$ cat src/rtl/adc_capture_buffer_if.sv
`default_nettype none
// ============================================================================
// Module   : adc_capture_buffer_if
// Brief    : Sample readout stream (data/valid/ready/last) of the capture buffer.
// Revision : 1.0  initial release
// ============================================================================
interface adc_capture_buffer_if #(
    parameter int ADC_BITS = 9
) ();
    logic [ADC_BITS-1:0] out_data;
    logic                out_valid;
    logic                out_ready;
    logic                out_last;

    modport master (
        output out_data,
        output out_valid,
        output out_last,
        input  out_ready
    );

    modport slave (
        input  out_data,
        input  out_valid,
        input  out_last,
        output out_ready
    );
endinterface
`default_nettype wire

$ cat src/rtl/adc_capture_buffer.sv
`default_nettype none
// ============================================================================
// Module   : adc_capture_buffer
// Brief    : Offset-corrects interleaved TI-ADC frames, captures a triggered
//            burst into a frame buffer and streams it out one sample at a time.
// Revision : 1.0  initial release
// ============================================================================
module adc_capture_buffer #(
    parameter int ADC_WAYS = 8,
    parameter int ADC_BITS = 9,
    parameter int DEPTH    = 64
) (
    input  wire                          adc_clk,
    input  wire                          rst_n,
    input  wire [ADC_WAYS*ADC_BITS-1:0]  adc_data,
    input  wire [ADC_WAYS*ADC_BITS-1:0]  offset,
    input  wire                          arm,
    input  wire                          trigger,
    input  wire                          abort,
    input  wire [$clog2(DEPTH):0]        num_frames,
    adc_capture_buffer_if.master         stream,
    output logic                         done,
    output logic                         busy
);

    localparam int C_FW = ADC_WAYS * ADC_BITS;
    localparam int C_AW = $clog2(DEPTH);
    localparam int C_WW = (ADC_WAYS > 1) ? $clog2(ADC_WAYS) : 1;

    localparam logic [C_AW:0]     C_DEPTH_V  = (C_AW+1)'(DEPTH);
    localparam logic [C_AW-1:0]   C_LAST_MAX = C_AW'(DEPTH - 1);
    localparam logic [C_WW-1:0]   C_WAY_LAST = C_WW'(ADC_WAYS - 1);
    localparam logic [ADC_BITS-1:0] C_SAT_MAX = {1'b0, {(ADC_BITS-1){1'b1}}};
    localparam logic [ADC_BITS-1:0] C_SAT_MIN = {1'b1, {(ADC_BITS-1){1'b0}}};

    typedef enum logic [1:0] {
        S_IDLE    = 2'd0,
        S_ARMED   = 2'd1,
        S_CAPTURE = 2'd2,
        S_READOUT = 2'd3
    } state_t;

    state_t              r_state;
    logic [C_FW-1:0]     r_raw;
    logic [C_FW-1:0]     r_corr;
    logic [C_FW-1:0]     w_corr;
    logic                r_trig_d1;
    logic                r_trig_d2;
    logic [C_AW-1:0]     r_last_frm;
    logic [C_AW-1:0]     w_nf_last;
    logic [C_AW-1:0]     r_wptr;
    logic [C_AW-1:0]     r_rfrm;
    logic [C_WW-1:0]     r_rway;
    logic                w_we;
    logic [C_FW-1:0]     w_rd_frame;
    logic [ADC_BITS-1:0] w_rd_word;

    logic [C_FW-1:0]     mem [DEPTH];

    // Per-way correction: flip MSB to go offset-binary -> signed, subtract
    // the offset one bit wider, then clamp back into ADC_BITS.
    for (genvar k = 0; k < ADC_WAYS; k++) begin : g_way
        logic signed [ADC_BITS:0] w_s;
        logic signed [ADC_BITS:0] w_o;
        logic signed [ADC_BITS:0] w_d;

        assign w_s = {~r_raw[k*ADC_BITS+ADC_BITS-1], ~r_raw[k*ADC_BITS+ADC_BITS-1],
                      r_raw[k*ADC_BITS +: ADC_BITS-1]};
        assign w_o = {offset[k*ADC_BITS+ADC_BITS-1], offset[k*ADC_BITS +: ADC_BITS]};
        assign w_d = w_s - w_o;

        assign w_corr[k*ADC_BITS +: ADC_BITS] =
            (w_d[ADC_BITS] == w_d[ADC_BITS-1]) ? w_d[ADC_BITS-1:0] :
            (w_d[ADC_BITS] ? C_SAT_MIN : C_SAT_MAX);
    end

    always_ff @(posedge adc_clk or negedge rst_n) begin
        if (!rst_n) begin
            r_raw  <= '0;
            r_corr <= '0;
        end else begin
            r_raw  <= adc_data;
            r_corr <= w_corr;
        end
    end

    // Triggers only count when they arrive in ARMED; a trigger coinciding
    // with arm in IDLE therefore never reaches the FSM.
    always_ff @(posedge adc_clk or negedge rst_n) begin
        if (!rst_n) begin
            r_trig_d1 <= 1'b0;
            r_trig_d2 <= 1'b0;
        end else begin
            r_trig_d1 <= trigger   && (r_state == S_ARMED) && !abort;
            r_trig_d2 <= r_trig_d1 && (r_state == S_ARMED) && !abort;
        end
    end

    always_comb begin
        w_nf_last = C_AW'(num_frames - 1'b1);
        if ((num_frames == '0) || (num_frames > C_DEPTH_V)) begin
            w_nf_last = C_LAST_MAX;
        end
    end

    always_comb begin
        w_we = 1'b0;
        if (!abort) begin
            if ((r_state == S_ARMED) && r_trig_d2) begin
                w_we = 1'b1;
            end else if (r_state == S_CAPTURE) begin
                w_we = 1'b1;
            end
        end
    end

    // Frame buffer holds no reset; only entries written this capture are read.
    always_ff @(posedge adc_clk) begin
        if (w_we) begin
            mem[r_wptr] <= r_corr;
        end
    end

    assign w_rd_frame = mem[r_rfrm];

    always_comb begin
        w_rd_word = '0;
        for (int k = 0; k < ADC_WAYS; k++) begin
            if (r_rway == C_WW'(k)) begin
                w_rd_word = w_rd_frame[k*ADC_BITS +: ADC_BITS];
            end
        end
    end

    always_ff @(posedge adc_clk or negedge rst_n) begin
        if (!rst_n) begin
            r_state          <= S_IDLE;
            r_last_frm       <= '0;
            r_wptr           <= '0;
            r_rfrm           <= '0;
            r_rway           <= '0;
            stream.out_data  <= '0;
            stream.out_valid <= 1'b0;
            stream.out_last  <= 1'b0;
            done             <= 1'b0;
        end else begin
            done <= 1'b0;
            if (abort) begin
                r_state          <= S_IDLE;
                r_wptr           <= '0;
                r_rfrm           <= '0;
                r_rway           <= '0;
                stream.out_valid <= 1'b0;
                stream.out_last  <= 1'b0;
            end else begin
                case (r_state)
                    S_IDLE: begin
                        if (arm) begin
                            r_state    <= S_ARMED;
                            r_last_frm <= w_nf_last;
                        end
                    end
                    S_ARMED, S_CAPTURE: begin
                        if (w_we) begin
                            r_wptr <= r_wptr + 1'b1;
                            if (r_wptr == r_last_frm) begin
                                r_state <= S_READOUT;
                            end else begin
                                r_state <= S_CAPTURE;
                            end
                        end
                    end
                    S_READOUT: begin
                        // Output register reloads only when empty or just consumed.
                        if (!stream.out_valid || stream.out_ready) begin
                            if (stream.out_valid && stream.out_last) begin
                                r_state          <= S_IDLE;
                                r_wptr           <= '0;
                                r_rfrm           <= '0;
                                r_rway           <= '0;
                                stream.out_valid <= 1'b0;
                                stream.out_last  <= 1'b0;
                                done             <= 1'b1;
                            end else begin
                                stream.out_data  <= w_rd_word;
                                stream.out_valid <= 1'b1;
                                stream.out_last  <= (r_rfrm == r_last_frm) && (r_rway == C_WAY_LAST);
                                if (r_rway == C_WAY_LAST) begin
                                    r_rway <= '0;
                                    r_rfrm <= r_rfrm + 1'b1;
                                end else begin
                                    r_rway <= r_rway + 1'b1;
                                end
                            end
                        end
                    end
                    default: r_state <= S_IDLE;
                endcase
            end
        end
    end

    assign busy = (r_state != S_IDLE);

endmodule
`default_nettype wire

$ cat src/flat_wrapper.sv
// flat-port wrapper written by rule: the top's interface ports become plain ports
module adc_capture_buffer_flat 
#(
    parameter int ADC_WAYS = 8,
    parameter int ADC_BITS = 9,
    parameter int DEPTH    = 64
)
  (adc_clk, rst_n, adc_data, offset, arm, trigger, abort, num_frames, done, busy, stream_out_data, stream_out_valid, stream_out_last, stream_out_ready);
  adc_capture_buffer_if #(.ADC_BITS(ADC_BITS)) stream_i ();
  input  wire adc_clk;
  input  wire rst_n;
  input  wire [ADC_WAYS*ADC_BITS-1:0] adc_data;
  input  wire [ADC_WAYS*ADC_BITS-1:0] offset;
  input  wire arm;
  input  wire trigger;
  input  wire abort;
  input  wire [$clog2(DEPTH):0] num_frames;
  output logic done;
  output logic busy;
  output wire logic [$bits(stream_i.out_data)-1:0] stream_out_data;
  output wire logic [$bits(stream_i.out_valid)-1:0] stream_out_valid;
  output wire logic [$bits(stream_i.out_last)-1:0] stream_out_last;
  input wire logic [$bits(stream_i.out_ready)-1:0] stream_out_ready;
  assign stream_out_data = stream_i.out_data;
  assign stream_out_valid = stream_i.out_valid;
  assign stream_out_last = stream_i.out_last;
  assign stream_i.out_ready = stream_out_ready;
  adc_capture_buffer #(.ADC_WAYS(ADC_WAYS), .ADC_BITS(ADC_BITS), .DEPTH(DEPTH)) u_core (.adc_clk(adc_clk), .rst_n(rst_n), .adc_data(adc_data), .offset(offset), .arm(arm), .trigger(trigger), .abort(abort), .num_frames(num_frames), .stream(stream_i), .done(done), .busy(busy));
endmodule
$ cat config.mk
export PLATFORM = sky130hd
export DESIGN_NAME = adc_capture_buffer_flat
export DESIGN_NICKNAME = d
export VERILOG_FILES = /design/src/rtl/adc_capture_buffer_if.sv /design/src/rtl/adc_capture_buffer.sv /design/src/flat_wrapper.sv
export SDC_FILE = /design/constraint.sdc
export NUM_CORES = 2
export LEC_CHECK = 0
export CELL_PAD_IN_SITES_DETAIL_PLACEMENT = 1
export CELL_PAD_IN_SITES_GLOBAL_PLACEMENT = 2
export CORE_MARGIN = 4
export CORE_UTILIZATION = 50
export CTS_CLUSTER_SIZE = 28
export DETAILED_ROUTE_END_ITERATION = 10
export PLACE_DENSITY = 0.83
export RECOVER_POWER = 50
export SETUP_SLACK_MARGIN = 0.3
export SYNTH_ARGS = -nofsm -noshare
export SYNTH_HDL_FRONTEND = slang
export SYNTH_MEMORY_MAX_BITS = 65536
export SYNTH_SLANG_ARGS = --single-unit
$ cat constraint.sdc
create_clock -name adc_clk -period 10.4 [get_ports adc_clk]
set_input_delay 3.12 -clock adc_clk [delete_from_list [all_inputs] [get_ports adc_clk]]
set_output_delay 3.12 -clock adc_clk [all_outputs]
set_load 0.01 [all_outputs]
==> results.json <==
{
  "clockRootBuffer": "clkbuf_16",
  "layout_commonest_cell": "edfxtp_1",
  "std_cell_rows": 223,
  "port_buffers": 169,
  "synth_nets": 9010,
  "fin_crit_ps": 6680,
  "drv_cap": 75,
  "setup_viol": 0,
  "clock_latency_ps": 1080,
  "antenna_found_initial": 31,
  "max_stage_delay_ps": 1270,
  "cts.sinks": 4789,
  "arrival_ps": 7320,
  "wl_mm": 588,
  "syn2layout_area_growth_pct": 12.6,
  "ys_ff_latch": 4789,
  "grt_max_degree": 111,
  "synthCells": 8759,
  "core-area_sq_um": 369000,
  "synthDistinctLibCells": 72,
  "synthFlopType": "edfxtp_1",
  "power_mw": 42.8,
  "die_y_um": 618,
  "yosys.area.top_type_share": 0.745,
  "cts_setup_buffers": 0,
  "antenna_left": 0,
  "drc": 0,
  "worstMarginPinSlew_ps": 4430,
  "vias_per_cell": 6.83,
  "placed_area_sq_um": 195000,
  "crit_type": "in2reg",
  "mostFrequentLayoutCells": "edfxtp_1 (4608), mux4_2 (992), mux2i_1 (535)",
  "dpl.hpwl_mm": 337,
  "worstHoldPathType": "reg2reg",
  "ys_seq_area_frac": 0.769,
  "overflow": 0,
  "cts_buffers": 464,
  "critPathRequiredTime_ps": 11040,
  "synthTopCellsByArea": "edfxtp_1 (74%), mux4_2 (12%), mux2i_1 (2.9%), dfrtp_1 (2.4%), o221ai_1 (0.98%)",
  "dp_cells": 13753,
  "n_fill_cell": 31420,
  "report.final.slew_viol_count": 4592,
  "stdcell_count": 14638,
  "ioPinCount": 170,
  "place_congestion": 0.908,
  "drt_iter0_markers": 16080,
  "path_delay_family": "simple AND/OR/NAND/NOR gates",
  "rsz0062_at_grt": "false",
  "synth_async_sr_flop_share": 0.0378,
  "cts_tree": "built",
  "cts_resized": 0,
  "skew_ps": 83.8,
  "htree_levels": 5,
  "crit_path_end_kind": "register",
  "yosysWarnings": 0,
  "final.setup.tns_ps": 0,
  "p_leak_nw": 63.9,
  "design_area_sq_um": 209000,
  "violations": "capacitance limit, slew limit",
  "ctsHoldBuffers": 0,
  "vias": 100005,
  "first_pass_iters": 6,
  "nets": 9520,
  "grt_pass1_wl_mm": 820,
  "status": "finished with violations",
  "cts.path.max_buffers": 4,
  "grt_pass1_vias": 103421,
  "start_util": 0.503,
  "slew_headroom": -1.95,
  "drive_above_1_share": 0.210,
  "synth_area_leader_cell": "edfxtp_1",
  "syn_avg_cell_area_sq_um": 21.2,
  "slowest_stage": "nor2_4",
  "crit_buf_inv": 3,
  "fmax_ghz": 0.150,
  "dieArea_sq_um": 381000,
  "max-vdd-ir-drop_mv": 0.181,
  "path_clk_slew_ps": 60,
  "crit_fanout": 25,
  "power.density_nw_per_um2": 205,
  "syn-cell-area_sq_um": 186000,
  "fin_crit_sh": 0.642,
  "crit_path_start_kind": "primary input",
  "die_w_um": 618,
  "wl_per_cell_um": 40.2,
  "crit_chain": "dlygate4sd3_1 > clkbuf_1 > nor3b_1 > nand3_1 > nor2_4 > buf_4",
  "grt.total_usage": 0.307,
  "synth_edf_count": 4608,
  "hold_viol": 0
}
[path summary, 6_finish.rpt]
| path | startpoint | slack (ps) | cells past startpoint | endpoint |
|---|---|---|---|---|
| worst max-delay path | abort | 3720 | 6 | u_core.mem[31][23] |
| worst min-delay path | u_core.r_trig_d1 | 520 | 1 | u_core.r_trig_d2 |
| worst max register to register | u_core.r_rfrm[1] | 4550 | 11 | u_core.stream.out_data[2] |
| worst min register to register | u_core.r_trig_d1 | 520 | 1 | u_core.r_trig_d2 |
| max in group asynchronous | rst_n | 6900 | 2 | u_core.r_rfrm[4] |
| min in group asynchronous | rst_n | 2190 | 1 | u_core.r_raw[20] |
[logic make-up (layout without fill, tap and decap cells)]
| kind of cell | Yosys count | count (layout) | share of synthesized area |
|---|---|---|---|
| AOI/OAI and AO/OA | 1050 | 1050 | 0.0377 |
| xor gates and xnor gates | 77 | 77 | 0.00363 |
| adders and majority gates | 94 | 94 | 0.00665 |
| buffers and inverters | 601 | 1503 | 0.0184 |
| DFF | 4789 | 4789 | 0.769 |
| muxes | 1540 | 1540 | 0.150 |
| other | 0 | 27 | 0 |
| and+or+nand+nor | 608 | 608 | 0.0148 |
[power breakdown]
part | switching [mW] | internal, mW
Combinational | 2.41 | 0.351
Clock | 7.37 | 9.42
Sequential | 0.229 | 23.0
Total | 10.0 | 32.8
[flip-flops by register name (all words and copies together), names as in the netlist, 3 cells and up]
register	cells
u_core.r_wptr	6
u_core.r_last_frm	6
u_core.stream.out_data	9
u_core.mem	4608
u_core.r_corr	72
u_core.r_rfrm	6
u_core.r_rway	3
u_core.r_raw	72
[synthesized netlist by cell type (34+ instances only)]
cell type,count
edfxtp_1,4608
mux4_2,992
mux2i_1,535
a21oi_1,289
o221ai_1,207
nor2_1,206
dfrtp_1,181
nand2_1,179
clkbuf_1,172
o22ai_1,153
inv_1,138
o21ai_0,124
buf_6,93
buf_2,89
ha_1,86
buf_4,57
nor3_1,56
xnor2_1,52
nand3_1,42
a22oi_1,40
a211oi_1,38
buf_1,37
nor2b_1,34
[metal layers]
metal	track usage	wire length (um)	vias to the layer above
li1	-	-	37735
met1	0.398	201000	52862
met2	0.478	276000	7755
met3	0.0782	70500	1639
met4	0.168	40500	14
met5	0	209	-
[cell type report]
cell class | instances | area (sq um) | share of cell area
Timing Repair Buffer | 504 | 4430 | 0.0212
Sequential cell | 4789 | 143000 | 0.683
Clock inverter | 287 | 2760 | 0.0132
Clock buffer | 571 | 12200 | 0.0583
Tap cell | 4950 | 6190 | 0.0296
Antenna cell | 27 | 67.6 | 0.000323
Inverter | 141 | 548 | 0.00262
Multi-Input combinational cell | 3369 | 40100 | 0.192
[per-stage QoR]
stage / worst slack [ps] / utilization / hold WS [ps]
6_report: 3720 / 0.566 / 519
5_1_grt: 3720 / 0.566 / 521
4_1_cts: 4300 / 0.567 / 523
3_5_place_dp: 3200 / 0.527 / 516
3_3_place_gp: 3270 / 0.526 / 481
2_1_floorplan: 2540 / - / 462
[worst register-to-register path: cells and delay by family (launching register included)]
family | cells | cell delay [ps]
flops | 1 | 910
simple gates | 4 | 1890
buf+inv | 3 | 1490
compound gates | 4 | 1440
No activity file was read; power rests on OpenSTA's default activity.
